File: config.mk
export PLATFORM = sky130hd
export DESIGN_NAME = sll_iter32_flat
export DESIGN_NICKNAME = d
export VERILOG_FILES = /design/src/rtl/sll_iter32_pkg.sv /design/src/rtl/sll_iter32_if.sv /design/src/rtl/sll_stage.sv /design/src/rtl/sll_iter32.sv /design/src/flat_wrapper.sv
export SDC_FILE = /design/constraint.sdc
export NUM_CORES = 1
export LEC_CHECK = 0
export CORE_MARGIN = 3
export CORE_UTILIZATION = 50
export CTS_BUF_LIST = sky130_fd_sc_hd__clkbuf_16
export DETAILED_ROUTE_END_ITERATION = 8
export PLACE_DENSITY = 0.78
export SYNTH_ARGS = -nofsm -noshare
export SYNTH_HDL_FRONTEND = slang
export SYNTH_SLANG_ARGS = --single-unit
export TNS_END_PERCENT = 20
File: constraint.sdc
create_clock -name clock -period 3.1 [get_ports clock]
set_input_delay 0.62 -clock clock [delete_from_list [all_inputs] [get_ports clock]]
set_output_delay 0.62 -clock clock [all_outputs]
set_load 0.1 [all_outputs]
File: src/rtl/sll_iter32_pkg.sv
// Shared constants and FSM encoding for the iterative 32-bit left shifter.
package sll_iter32_pkg;

    localparam int unsigned Width     = 32;
    localparam int unsigned Shw       = 5;
    localparam int unsigned NumStages = 5;
    localparam int unsigned Kw        = 3;

    typedef enum logic [1:0] {
        StIdle  = 2'd0,
        StShift = 2'd1,
        StDone  = 2'd2
    } state_e;

endpackage

File: src/rtl/sll_iter32_if.sv
// Operand/result handshake bundle for sll_iter32.
// in_rot exists only when SLL_ROTATE_EN is defined.
interface sll_iter32_if;
    import sll_iter32_pkg::*;

    logic             in_valid;
    logic             in_ready;
    logic [Width-1:0] in_data;
    logic [Shw-1:0]   in_shamt;
`ifdef SLL_ROTATE_EN
    logic             in_rot;
`endif
    logic             out_valid;
    logic             out_ready;
    logic [Width-1:0] out_data;
    logic             busy;

`ifdef SLL_ROTATE_EN
    modport master (
        output in_valid, in_data, in_shamt, in_rot, out_ready,
        input  in_ready, out_valid, out_data, busy
    );
    modport slave (
        input  in_valid, in_data, in_shamt, in_rot, out_ready,
        output in_ready, out_valid, out_data, busy
    );
`else
    modport master (
        output in_valid, in_data, in_shamt, out_ready,
        input  in_ready, out_valid, out_data, busy
    );
    modport slave (
        input  in_valid, in_data, in_shamt, out_ready,
        output in_ready, out_valid, out_data, busy
    );
`endif

endinterface

File: src/rtl/sll_stage.sv
// Combinational stage: conditionally shift or rotate a 32-bit value left by 2^k.
module sll_stage
    import sll_iter32_pkg::*;
(
    input  logic [Width-1:0] value,
    input  logic [Kw-1:0]    k,
    input  logic             en,
    input  logic             rot,
    output logic [Width-1:0] result
);

    logic [Shw-1:0]   s;
    logic [Width-1:0] shl;
    logic [Width-1:0] shr;

    always_comb begin
        s   = Shw'(1) << k;
        shl = value << s;
        // s is at most 16 here, so the wrap-around shift never reaches Width
        shr = value >> (Width - 32'(s));
        if (!en) begin
            result = value;
        end else if (rot) begin
            result = shl | shr;
        end else begin
            result = shl;
        end
    end

endmodule

File: src/rtl/sll_iter32.sv
// Iterative 32-bit left shifter: one shamt bit per cycle, fixed 5-cycle latency.
// Optional rotate-left mode under SLL_ROTATE_EN.
module sll_iter32
    import sll_iter32_pkg::*;
(
    input logic          clock,
    input logic          reset_n,
    sll_iter32_if.slave  bus
);

    state_e           state_q, state_d;
    logic [Kw-1:0]    k_q, k_d;
    logic [Width-1:0] data_q, data_d;
    logic [Shw-1:0]   shamt_q, shamt_d;
    logic             rot_eff;
    logic [Width-1:0] stage_out;

`ifdef SLL_ROTATE_EN
    logic rot_q, rot_d;
    assign rot_eff = rot_q;
`else
    assign rot_eff = 1'b0;
`endif

    sll_stage u_stage (
        .value  (data_q),
        .k      (k_q),
        .en     (shamt_q[k_q]),
        .rot    (rot_eff),
        .result (stage_out)
    );

    always_comb begin
        state_d = state_q;
        k_d     = k_q;
        data_d  = data_q;
        shamt_d = shamt_q;
`ifdef SLL_ROTATE_EN
        rot_d   = rot_q;
`endif
        unique case (state_q)
            StIdle: begin
                if (bus.in_valid) begin
                    data_d  = bus.in_data;
                    shamt_d = bus.in_shamt;
`ifdef SLL_ROTATE_EN
                    rot_d   = bus.in_rot;
`endif
                    k_d     = '0;
                    state_d = StShift;
                end
            end
            StShift: begin
                data_d = stage_out;
                if (k_q == Kw'(NumStages - 1)) begin
                    k_d     = '0;
                    state_d = StDone;
                end else begin
                    k_d = k_q + Kw'(1);
                end
            end
            StDone: begin
                if (bus.out_ready) begin
                    state_d = StIdle;
                end
            end
            default: state_d = StIdle;
        endcase
    end

    always_ff @(posedge clock or negedge reset_n) begin
        if (!reset_n) begin
            state_q <= StIdle;
            k_q     <= '0;
            data_q  <= '0;
            shamt_q <= '0;
`ifdef SLL_ROTATE_EN
            rot_q   <= 1'b0;
`endif
        end else begin
            state_q <= state_d;
            k_q     <= k_d;
            data_q  <= data_d;
            shamt_q <= shamt_d;
`ifdef SLL_ROTATE_EN
            rot_q   <= rot_d;
`endif
        end
    end

    assign bus.in_ready  = (state_q == StIdle);
    assign bus.out_valid = (state_q == StDone);
    assign bus.busy      = (state_q != StIdle);
    assign bus.out_data  = data_q;

endmodule

File: src/flat_wrapper.sv
// flat-port wrapper written by rule: the top's interface ports become plain ports
module sll_iter32_flat import sll_iter32_pkg::*;
  (clock, reset_n, bus_in_valid, bus_in_data, bus_in_shamt, bus_out_ready, bus_in_ready, bus_out_valid, bus_out_data, bus_busy);
  sll_iter32_if bus_i ();
  input logic clock;
  input logic reset_n;
  input wire logic [$bits(bus_i.in_valid)-1:0] bus_in_valid;
  input wire logic [$bits(bus_i.in_data)-1:0] bus_in_data;
  input wire logic [$bits(bus_i.in_shamt)-1:0] bus_in_shamt;
  input wire logic [$bits(bus_i.out_ready)-1:0] bus_out_ready;
  output wire logic [$bits(bus_i.in_ready)-1:0] bus_in_ready;
  output wire logic [$bits(bus_i.out_valid)-1:0] bus_out_valid;
  output wire logic [$bits(bus_i.out_data)-1:0] bus_out_data;
  output wire logic [$bits(bus_i.busy)-1:0] bus_busy;
  assign bus_i.in_valid = bus_in_valid;
  assign bus_i.in_data = bus_in_data;
  assign bus_i.in_shamt = bus_in_shamt;
  assign bus_i.out_ready = bus_out_ready;
  assign bus_in_ready = bus_i.in_ready;
  assign bus_out_valid = bus_i.out_valid;
  assign bus_out_data = bus_i.out_data;
  assign bus_busy = bus_i.busy;
  sll_iter32 u_core (.clock(clock), .reset_n(reset_n), .bus(bus_i));
endmodule
== After elaboration in Yosys (flattened, before gate mapping) ==
Cells that the tools add are included.

* Bits in latches: 0
* Memories: 0
* Bits in writable memories: 0
* Bits in read-only memories: 0
* Output and inout port bits: 35
* Bits of input ports: 41
* Logic and storage cells: 34
* Register bits after elaboration: 42

* Shifts and indexed selects: 2
* Add/subtract/negate cells: 1
* Bitwise operators: 0
* Multiplexer cells: 12
* Equal/unequal tests: 7
* Divide/modulo/power cells: 0
* $lt $le $gt $ge: 1
* Reductions and logical operators: 7
* Multipliers: 0

{| class="wikitable"
|+ Operators with widths
! cell !! count
|-
| 32-bit 2-to-1 mux || 2
|-
| 32-bit one-hot mux with 2 select lines || 1
|-
| 32-bit by 5-bit left shift with 32-bit output || 1
|-
| 2-bit 2-to-1 mux || 3
|-
| 3-bit 2-to-1 mux || 2
|-
| 2-bit inequality test, second input constant || 3
|-
| 2-bit one-hot mux with 3 select lines || 1
|-
| 3-bit one-hot mux with 2 select lines || 1
|-
| 3-bit AND reduction || 2
|-
| 1-bit by 3-bit left shift with 5-bit output, first input constant || 1
|-
| 3-bit by 4-bit < comparator with 1-bit output, second input constant || 1
|-
| 2-bit AND reduction || 2
|-
| 2-bit nonzero test || 2
|-
| 3-bit by 1-bit adder with 3-bit output, second input constant || 1
|-
| 1-bit binary-select mux with 3-bit select || 1
|-
| 3-bit equality test, second input constant || 1
|-
| 2-bit by 1-bit equality test with 1-bit output, second input constant || 1
|-
| 2-bit equality test, second input constant || 1
|-
| 2-bit zero test || 1
|-
| 2-bit by 1-bit inequality test with 1-bit output, second input constant || 1
|-
| 1-bit 2-to-1 mux || 1
|}

== Logic depth before layout (Yosys ltp) ==
Gate-level depths: netlist of the first run.

* Word-level depth: 4
* Depth in mapped cells: 12
* Gate-level depth less buffers: 8

== Hierarchy ==
A second synthesis of the first run with hierarchy kept.

* Cell total of the unflattened synthesis: 496
* Area, all modules: 4441.8 um2

{| class="wikitable"
|+ By module, submodules not included
! module !! sequential area each (um2) !! cells each !! times used !! area each (um2)
|-
| sll_iter32 || 1051.0 || 227 || 1 || 2562.5
|-
| sll_stage || 0.0 || 269 || 1 || 1879.3
|}

== Least setup slack after synthesis of the first run ==
OpenSTA, ideal clock, no wires.

* Path kind: reg-to-output
* From: register u_core.state_q[0]
* To: output port bus_busy
* Required time: 2480 ps
* Path slack: -172 ps
* Path buffers: 0
* Data arrival time: 2652 ps
* Stages on the path, launching flop included: 3
* Cell sequence: dfrtp_1 > nor2_1 > inv_1

* Cells in the longest elaborated chain, start to end: 1

{| class="wikitable"
|+ Ends and longest elaborated chain
! element !! RTL line !! text
|-
| start: declaration || sll_iter32.sv:11 || <nowiki>state_e state_q, state_d;</nowiki>
|-
| start signal: assignment || sll_iter32.sv:73 || <nowiki>state_q <= StIdle;</nowiki>
|-
| start signal: assignment || sll_iter32.sv:81 || <nowiki>state_q <= state_d;</nowiki>
|-
| 2-bit nonzero test || sll_iter32.sv:93 || <nowiki>assign bus.busy = (state_q != StIdle);</nowiki>
|-
| end: declaration || flat_wrapper.sv:14 || <nowiki>output wire logic [$bits(bus_i.busy)-1:0] bus_busy;</nowiki>
|}

Every way passes these cells.

== Worst setup path in the final report of the first run ==
* From: register u_core.k_q[0]
* To: register u_core.data_q[29], in the netlist u_core.bus.out_data[29]

* Cells in the longest elaborated chain, start to end: 4
* Elaborated cells between the ends (all ways): 8
* Those cells by class: eq/ne: 1; shift: 2; mux: 4; reduce/logical: 1

{| class="wikitable"
|+ Ends and longest elaborated chain
! element !! RTL line !! text
|-
| start: declaration || sll_iter32.sv:12 || <nowiki>logic [Kw-1:0] k_q, k_d;</nowiki>
|-
| start signal: assignment || sll_iter32.sv:82 || <nowiki>k_q <= k_d;</nowiki>
|-
| 1-bit by 3-bit left shift with 5-bit output or 1-bit binary-select mux with 3-bit select (tied branches) || sll_stage.sv:17, sll_iter32.sv:28 ||
|-
| 32-bit by 5-bit left shift with 32-bit output or 1-bit 2-to-1 mux (tied branches) || sll_stage.sv:18, sll_iter32.sv:28 ||
|-
| 32-bit 2-to-1 mux or 2-bit inequality test (tied branches) || -- ||
|-
| 32-bit one-hot mux with 2 select lines or 3-bit AND reduction (tied branches) || -- ||
|-
| end signal: assignment || sll_iter32.sv:83 || <nowiki>data_q <= data_d;</nowiki>
|-
| end: declaration || sll_iter32.sv:13 || <nowiki>logic [Width-1:0] data_q, data_d;</nowiki>
|}

Several ways; a longest one is shown, not always the timed one. The select of a mux whose other input is x is not followed.
A chain may end at the register's enable or synchronous reset.

==> results of run 1 <==
-- registers in the layout, indices dropped and copies added (netlist names) --
name,cells
u_core.bus.out_data,32
u_core.shamt_q,5
u_core.k_q,3
u_core.state_q,2
-- kinds of logic (layout without fill, tap and decap cells) --
| kind of cell | after synthesis | count (layout) |
|---|---|---|
| fa+ha+maj | 5 | 5 |
| buf+inv | 56 | 128 |
| flops | 42 | 42 |
| simple gates | 157 | 157 |
| mux | 63 | 63 |
| compound gates | 156 | 156 |
-- cell usage in the layout (no fill, tap or decap), drive strengths merged, types with 3 or more instances in the layout --
master,Yosys,layout
nor3,10,10
nor2,48,48
o221ai,10,10
o211ai,4,4
nand2b,10,10
and3,4,4
a32oi,4,4
nand2,44,44
o22a,6,6
nor2b,7,7
nand3,10,10
nor3b,9,9
clkbuf,20,5
o22ai,9,9
a221oi,5,5
a22o,5,5
clkdlybuf4s50,0,39
mux2,11,11
o21ai,30,30
a22oi,14,14
buf,23,69
ha,5,5
dfrtp,42,42
a21oi,31,31
mux2i,42,42
a2bb2oi,3,3
mux4,10,10
nand3b,3,3
inv,13,13
a31oi,5,5
and2,3,3
-- per-layer routing --
metal | vias to the layer above | wire [um]
li1 | 1955 | -
met1 | 2105 | 6387
met2 | 273 | 7112
met3 | 51 | 1565
met4 | 0 | 723
met5 | - | 0
-- metrics by stage --
step                      instance area [sq um]  hold WS (ns)  util (%)  setup WS (ns)
final                                      5024        0.5093     64.67         0.1094
after global placement                     4860        0.4948     62.56         0.1974
after CTS                                  5019        0.5104     64.61         0.1511
after floorplan                            4025        0.3244         -         0.5071
after global routing                       5024        0.5224     64.67       0.001672
after detailed placement                   4860        0.4963     62.56         0.1533
-- area by class of cell --
class	count	area share, %
inverters	13	0.9714
multi-input cells	381	53.87
clock buffers	5	2.491
clock inverters	2	0.6725
repair buffers	108	18.53
well taps	102	2.540
flip-flops and latches	42	20.92
-- worst paths after layout --
path / end / slack, ns
max: u_core.bus.out_data[29]$_DFFE_PN0P_ / 0.11
min: u_core.bus.out_data[7]$_DFFE_PN0P_ / 0.51
max reg2reg: u_core.bus.out_data[29]$_DFFE_PN0P_ / 0.11
min reg2reg: u_core.shamt_q[0]$_DFFE_PN0P_ / 0.51
max in group asynchronous: u_core.bus.out_data[14]$_DFFE_PN0P_ / 1.95
min in group clock: u_core.shamt_q[0]$_DFFE_PN0P_ / 0.51
-- worst max-delay path, cell delays in order (launching register included) --
cell and delay [ns]:
sky130_fd_sc_hd__dfrtp_1 0.44, sky130_fd_sc_hd__inv_1 0.15, sky130_fd_sc_hd__ha_2 0.29, sky130_fd_sc_hd__buf_4 0.26, sky130_fd_sc_hd__inv_1 0.14, sky130_fd_sc_hd__a22o_1 0.23
sky130_fd_sc_hd__a221o_1 0.36, sky130_fd_sc_hd__and3_1 0.21, sky130_fd_sc_hd__o31ai_1 0.51, sky130_fd_sc_hd__buf_4 0.21, sky130_fd_sc_hd__a31oi_1 0.07
==> tab_implementation.tex, run 1 <==
\begin{tabular}{lr}
\hline
Metric & Value \\
\hline
\multicolumn{2}{l}{\textbf{Outcome}} \\
Status & finished clean \\
\multicolumn{2}{l}{\textbf{Clocking}} \\
Skew-Pair Late Insertion Delay & 0.29 ns \\
Clock transition at the register clock pins on the worst setup and hold paths after CTS & 0.06 ns \\
Total setup buffers inserted after CTS & 0 \\
Number of buffers inserted for hold repair after clock tree synthesis & 0 \\
Clock tree from TritonCTS & done \\
Gates resized, CTS repair & 0 \\
Buffer cell driving the clock tree root & sky130\_fd\_sc\_hd\_\_clkbuf\_16 \\
Clock buffer count from CTS & 5 \\
Htree depth & 2 \\
Longest Clk Path Bufs & 2 \\
Total number of clock tree sinks & 42 \\
\multicolumn{2}{l}{\textbf{Synth}} \\
Synth Flop Type & sky130\_fd\_sc\_hd\_\_dfrtp\_1 \\
Cells taking the most area after synthesis & sky130\_fd\_sc\_hd\_\_dfrtp\_1 26\%, sky130\_fd\_sc\_hd\_\_mux2i\_1 10\%, sky130\_fd\_sc\_hd\_\_mux4\_2 5.6\%, sky130\_fd\_sc\_hd\_\_nor2\_1 4.4\%, sky130\_fd\_sc\_hd\_\_nand2\_1 4.1\% \\
Cell area after synthesis & 4023 sq um \\
Area share of xor/xnor cells in the synthesized design & 0\% \\
Library cell with the highest instance count after synthesis & sky130\_fd\_sc\_hd\_\_nor2\_1 \\
Adder-cell area share of the yosys netlist & 1.555\% \\
Number of enable flip-flop cells after synthesis & 0 \\
Syn Nets & 525 \\
Post-synth top area share & 26.13\% \\
Share of flip-flops with an asynchronous set or reset & 100.0\% \\
Synthesized area per cell & 8.398 sq um \\
Leading cell types by count after synthesis & 47 x sky130\_fd\_sc\_hd\_\_nor2\_1, 44 x sky130\_fd\_sc\_hd\_\_nand2\_1, 42 x sky130\_fd\_sc\_hd\_\_dfrtp\_1, 42 x sky130\_fd\_sc\_hd\_\_mux2i\_1, 31 x sky130\_fd\_sc\_hd\_\_a21oi\_1 \\
Flops \& latches, synth & 42 \\
Largest family of logic cells by synthesized area & compound AO/OA/AOI/OAI gates \\
Simple logic cell fraction of the synthesized area & 19.16\% \\
Post-synth top area cell & sky130\_fd\_sc\_hd\_\_dfrtp\_1 \\
Warnings from Yosys & 0 \\
Synth cell types & 67 \\
Post-synthesis mux area share & 19.13\% \\
Synthesized-area fraction occupied by ao, oa, aoi and oai cells & 26.91\% \\
Post-synthesis sequential area ratio & 26.13\% \\
Mapped Cells & 479 \\
\multicolumn{2}{l}{\textbf{Routing}} \\
Total via count after detailed routing & 4,384 \\
Remaining number of nets flagged by the antenna check after routing & 0 \\
Vias per inst & 6.714 \\
Remaining design rule violation count & 0 \\
Wire length per cell & 24.18 um \\
Number of DRC violations after detailed-routing iteration 0 & 421 \\
Number of detailed-route iterations in the first pass & 5 \\
Routed Wire Length & 15,790 um \\
\multicolumn{2}{l}{\textbf{Floorplan}} \\
Die width & 95.70 um \\
Die ar. & 9158 sq um \\
Row cnt & 32 \\
Core Box Area & 7767 sq um \\
Io pins & 76 \\
Initial Util & 51.79\% \\
Die Height & 95.70 um \\
\multicolumn{2}{l}{\textbf{Layout}} \\
Area of combinational cells with multiple inputs & 2706 sq um \\
Filler Cells Inserted & 682 \\
\# diodes & 0 \\
Area grow syn2layout & 24.88\% \\
Final nets & 597 \\
Share of post-route cells with drive strength above 1 & 19.96\% \\
Filler-free cell count of the finished design & 653 \\
Area taken by flip-flops and latches & 1051 sq um \\
\multicolumn{2}{l}{\textbf{Worst setup path}} \\
Worst reg2reg path startpoint & u\_core.k\_q[0]\$\_DFFE\_PN0P\_ \\
Endpoint required time on the critical path & 3.26 ns \\
Kind of end point of the critical path & flop \\
Data arrival time of the critical path & 3.15 ns \\
Critical path peak fanout & 17 \\
Depth of the most critical reg-to-reg path & 10 \\
Startpoint of the worst setup timing path & u\_core.k\_q[0]\$\_DFFE\_PN0P\_ \\
Worst Path Class, Setup & reg -> reg \\
Type of origin of the critical path & flop \\
\multicolumn{2}{l}{\textbf{GRT}} \\
Met2 track demand over resource in global routing & 53.62\% \\
Vias in the first global route & 4,222 \\
Initial antenna violation count & 0 \\
Global routing usage on met1 & 49.07\% \\
Maximum number of pins on one net before global-route repair & 43 \\
GR peak layer & met2 \\
Global-route wire length before repair & 24,170 um \\
Overflow after GRT & 0 \\
Routing usage on met3 & 6.099\% \\
Global-route total usage across every layer & 35.36\% \\
\multicolumn{2}{l}{\textbf{Placed design}} \\
Placer Congestion & 1.011 \\
Port Buf Inserts & 75 \\
Number of cells after detailed placement & 646 \\
Post-detail-place hpwl & 11,680 um \\
\multicolumn{2}{l}{\textbf{Flow run}} \\
Number of max-capacitance violations reported & 0 \\
\multicolumn{2}{l}{\textbf{Timing}} \\
Min Clock Period, post-route & 2.991 ns \\
Sum of negative setup slack & 0 ns \\
Final worst clock skew & 0.005681 ns \\
Worst slew slack as a fraction of its limit & 31.31\% \\
Setup Viol. Count Final & 0 \\
Top achievable clock speed & 334.4 MHz \\
RSZ-0062 raised after global routing & false \\
Total count of hold-check failures in the final report & 0 \\
Final worst path period share & 96.47\% \\
Slew of the pin with the lowest slew margin & 1.030 ns \\
Max-slew violation total from the final report & 0 \\
\multicolumn{2}{l}{\textbf{Worst hold path}} \\
Min-Delay Path Class & in -> async \\
\hline
\end{tabular}
Power of run 1 is not shown: default switching activity piles up to over one toggle a cycle in this logic, so the estimate is an artifact.
==> run 2, diff against run 1 <==
--- a/config.mk
+++ b/config.mk
@@ -9,6 +9,7 @@
 export CORE_UTILIZATION = 50
 export CTS_BUF_LIST = sky130_fd_sc_hd__clkbuf_16
 export DETAILED_ROUTE_END_ITERATION = 8
+export GPL_ROUTABILITY_DRIVEN = 0
 export PLACE_DENSITY = 0.78
 export SYNTH_ARGS = -nofsm -noshare
 export SYNTH_HDL_FRONTEND = slang
==> run 2 against run 1 <==
  * Non-clock buffer count down 6
  * Register-to-register slack improved by 0.17 ns
  * Worst hold slack worse by 0.049 ns
  * Wire length fell by 11%
  * Clock-buffer cell count unchanged
  * Cell count shrank 0.77%
  * Die area is the same
==> tab_implementation.tex, run 2 (same netlist as run 1, synthesis figures left out) <==
\begin{tabular}{lr}
\hline
Metric & Value \\
\hline
\multicolumn{2}{l}{\textbf{Outcome}} \\
Status & finished clean \\
\multicolumn{2}{l}{\textbf{Layout}} \\
Final nets & 591 \\
Post-layout instance area & 4932 sq um \\
Area of combinational cells with multiple inputs & 2701 sq um \\
Most common library cell in the layout ignoring fill and taps & sky130\_fd\_sc\_hd\_\_buf\_4 \\
\# diodes & 0 \\
Filler Cells Inserted & 697 \\
Share of post-route cells with drive strength above 1 & 18.86\% \\
Filler-free cell count of the finished design & 648 \\
Max FFs per register & 32 \\
Highest-count cells in the layout ignoring fill and taps & 62 x sky130\_fd\_sc\_hd\_\_buf\_4, 46 x sky130\_fd\_sc\_hd\_\_nor2\_1, 44 x sky130\_fd\_sc\_hd\_\_nand2\_1 \\
Area taken by flip-flops and latches & 1051 sq um \\
Area grow syn2layout & 22.61\% \\
\multicolumn{2}{l}{\textbf{GRT}} \\
Global-route wire length before repair & 21,840 um \\
Global-route total usage across every layer & 31.31\% \\
Overflow after GRT & 0 \\
Maximum number of pins on one net before global-route repair & 43 \\
Vias in the first global route & 4,141 \\
Initial antenna violation count & 0 \\
\multicolumn{2}{l}{\textbf{Timing}} \\
Max-slew violation total from the final report & 0 \\
Worst slew slack as a fraction of its limit & 36.07\% \\
Final worst clock skew & 0.004955 ns \\
Min Clock Period, post-route & 2.818 ns \\
Setup Viol. Count Final & 0 \\
Sum of negative setup slack & 0 ns \\
Total count of hold-check failures in the final report & 0 \\
Final worst path period share & 90.91\% \\
Slew of the pin with the lowest slew margin & 0.9590 ns \\
RSZ-0062 raised after global routing & false \\
Top achievable clock speed & 354.8 MHz \\
\multicolumn{2}{l}{\textbf{Floorplan}} \\
Die width & 95.70 um \\
Initial Util & 51.79\% \\
Die ar. & 9158 sq um \\
Die Height & 95.70 um \\
Io pins & 76 \\
Row cnt & 32 \\
Core Box Area & 7767 sq um \\
\multicolumn{2}{l}{\textbf{Clocking}} \\
Clock tree from TritonCTS & done \\
Longest Clk Path Bufs & 2 \\
Total setup buffers inserted after CTS & 0 \\
Htree depth & 2 \\
Gates resized, CTS repair & 0 \\
Total number of clock tree sinks & 42 \\
Buffer cell driving the clock tree root & sky130\_fd\_sc\_hd\_\_clkbuf\_16 \\
Skew-Pair Late Insertion Delay & 0.30 ns \\
Clock transition at the register clock pins on the worst setup and hold paths after CTS & 0.07 ns \\
Clock buffer count from CTS & 5 \\
Number of buffers inserted for hold repair after clock tree synthesis & 0 \\
\multicolumn{2}{l}{\textbf{Routing}} \\
Number of detailed-route iterations in the first pass & 5 \\
Remaining design rule violation count & 0 \\
Total via count after detailed routing & 4,392 \\
Wire length per cell & 21.65 um \\
Routed Wire Length & 14,030 um \\
Remaining number of nets flagged by the antenna check after routing & 0 \\
Vias per inst & 6.778 \\
Number of DRC violations after detailed-routing iteration 0 & 573 \\
\multicolumn{2}{l}{\textbf{Worst setup path}} \\
Endpoint required time on the critical path & 3.26 ns \\
Kind of end point of the critical path & flop \\
Type of origin of the critical path & flop \\
Worst Path Class, Setup & reg -> reg \\
Data arrival time of the critical path & 2.98 ns \\
Critical path peak fanout & 20 \\
\multicolumn{2}{l}{\textbf{Placed design}} \\
Number of cells after detailed placement & 640 \\
Post-detail-place hpwl & 10,320 um \\
DP Area & 4790 sq um \\
Port Buf Inserts & 75 \\
\multicolumn{2}{l}{\textbf{Flow run}} \\
Number of max-capacitance violations reported & 0 \\
\multicolumn{2}{l}{\textbf{Worst hold path}} \\
Min-Delay Path Class & in -> async \\
\hline
\end{tabular}
-- run 2: changes by cell type in the layout (fill, tap and decap cells not counted), sizes merged --
| cell | before | now |
|---|---|---|
| buf | 69 | 63 |
| bufinv | 1 | 0 |
| clkinv | 1 | 2 |
| inv | 13 | 14 |
-- run 2: worst paths after layout --
path	cells past startpoint	end	slack [ns]	start
worst max-delay path	8	u_core.bus.out_data[14]$_DFFE_PN0P_	0.28	u_core.k_q[0]$_DFFE_PN0P_
worst min-delay path	1	u_core.bus.out_data[7]$_DFFE_PN0P_	0.46	reset_n
worst max register to register	8	u_core.bus.out_data[14]$_DFFE_PN0P_	0.28	u_core.k_q[0]$_DFFE_PN0P_
worst min register to register	1	u_core.shamt_q[1]$_DFFE_PN0P_	0.51	u_core.shamt_q[1]$_DFFE_PN0P_
max in group asynchronous	1	u_core.bus.out_data[30]$_DFFE_PN0P_	2.03	reset_n
min in group clock	1	u_core.shamt_q[1]$_DFFE_PN0P_	0.51	u_core.shamt_q[1]$_DFFE_PN0P_
-- run 2: layout make-up --
type / count / share of cell area (%)
Sequential cell: 42 / 21.31
Clock buffer: 5 / 2.537
Timing Repair Buffer: 102 / 17.45
Clock inverter: 3 / 0.3551
Inverter: 13 / 0.9893
Multi-Input combinational cell: 381 / 54.77
Tap cell: 102 / 2.588
-- run 2: routing by layer --
metal | up-vias | routed length (um) | global-route usage (%)
li1 | 1944 | - | -
met1 | 2050 | 5442 | 42.52
met2 | 317 | 5922 | 45.80
met3 | 81 | 1804 | 7.428
met4 | 0 | 860 | 17.06
met5 | - | 0 | 0
-- run 2: stage by stage --
stage | hold WS [ns] | util [%] | setup WS (ns)
2_1_floorplan | 0.3244 | - | 0.5071
6_report | 0.4600 | 63.50 | 0.2819
3_3_place_gp | 0.4979 | 61.66 | 0.4185
3_5_place_dp | 0.4980 | 61.66 | 0.3562
4_1_cts | 0.5126 | 63.50 | 0.3480
5_1_grt | 0.5328 | 63.50 | 0.08438
-- run 2: worst max-delay path, stage by stage, from the launching register on --
cell	delay, ns
sky130_fd_sc_hd__dfrtp_1	0.44
sky130_fd_sc_hd__inv_1	0.13
sky130_fd_sc_hd__ha_1	0.45
sky130_fd_sc_hd__nor3b_2	0.65
sky130_fd_sc_hd__a2bb2oi_1	0.25
sky130_fd_sc_hd__nand2_1	0.19
sky130_fd_sc_hd__o21ai_0	0.23
sky130_fd_sc_hd__a21oi_1	0.23
sky130_fd_sc_hd__o221ai_1	0.11
Power of run 2 is left out for the same reason.
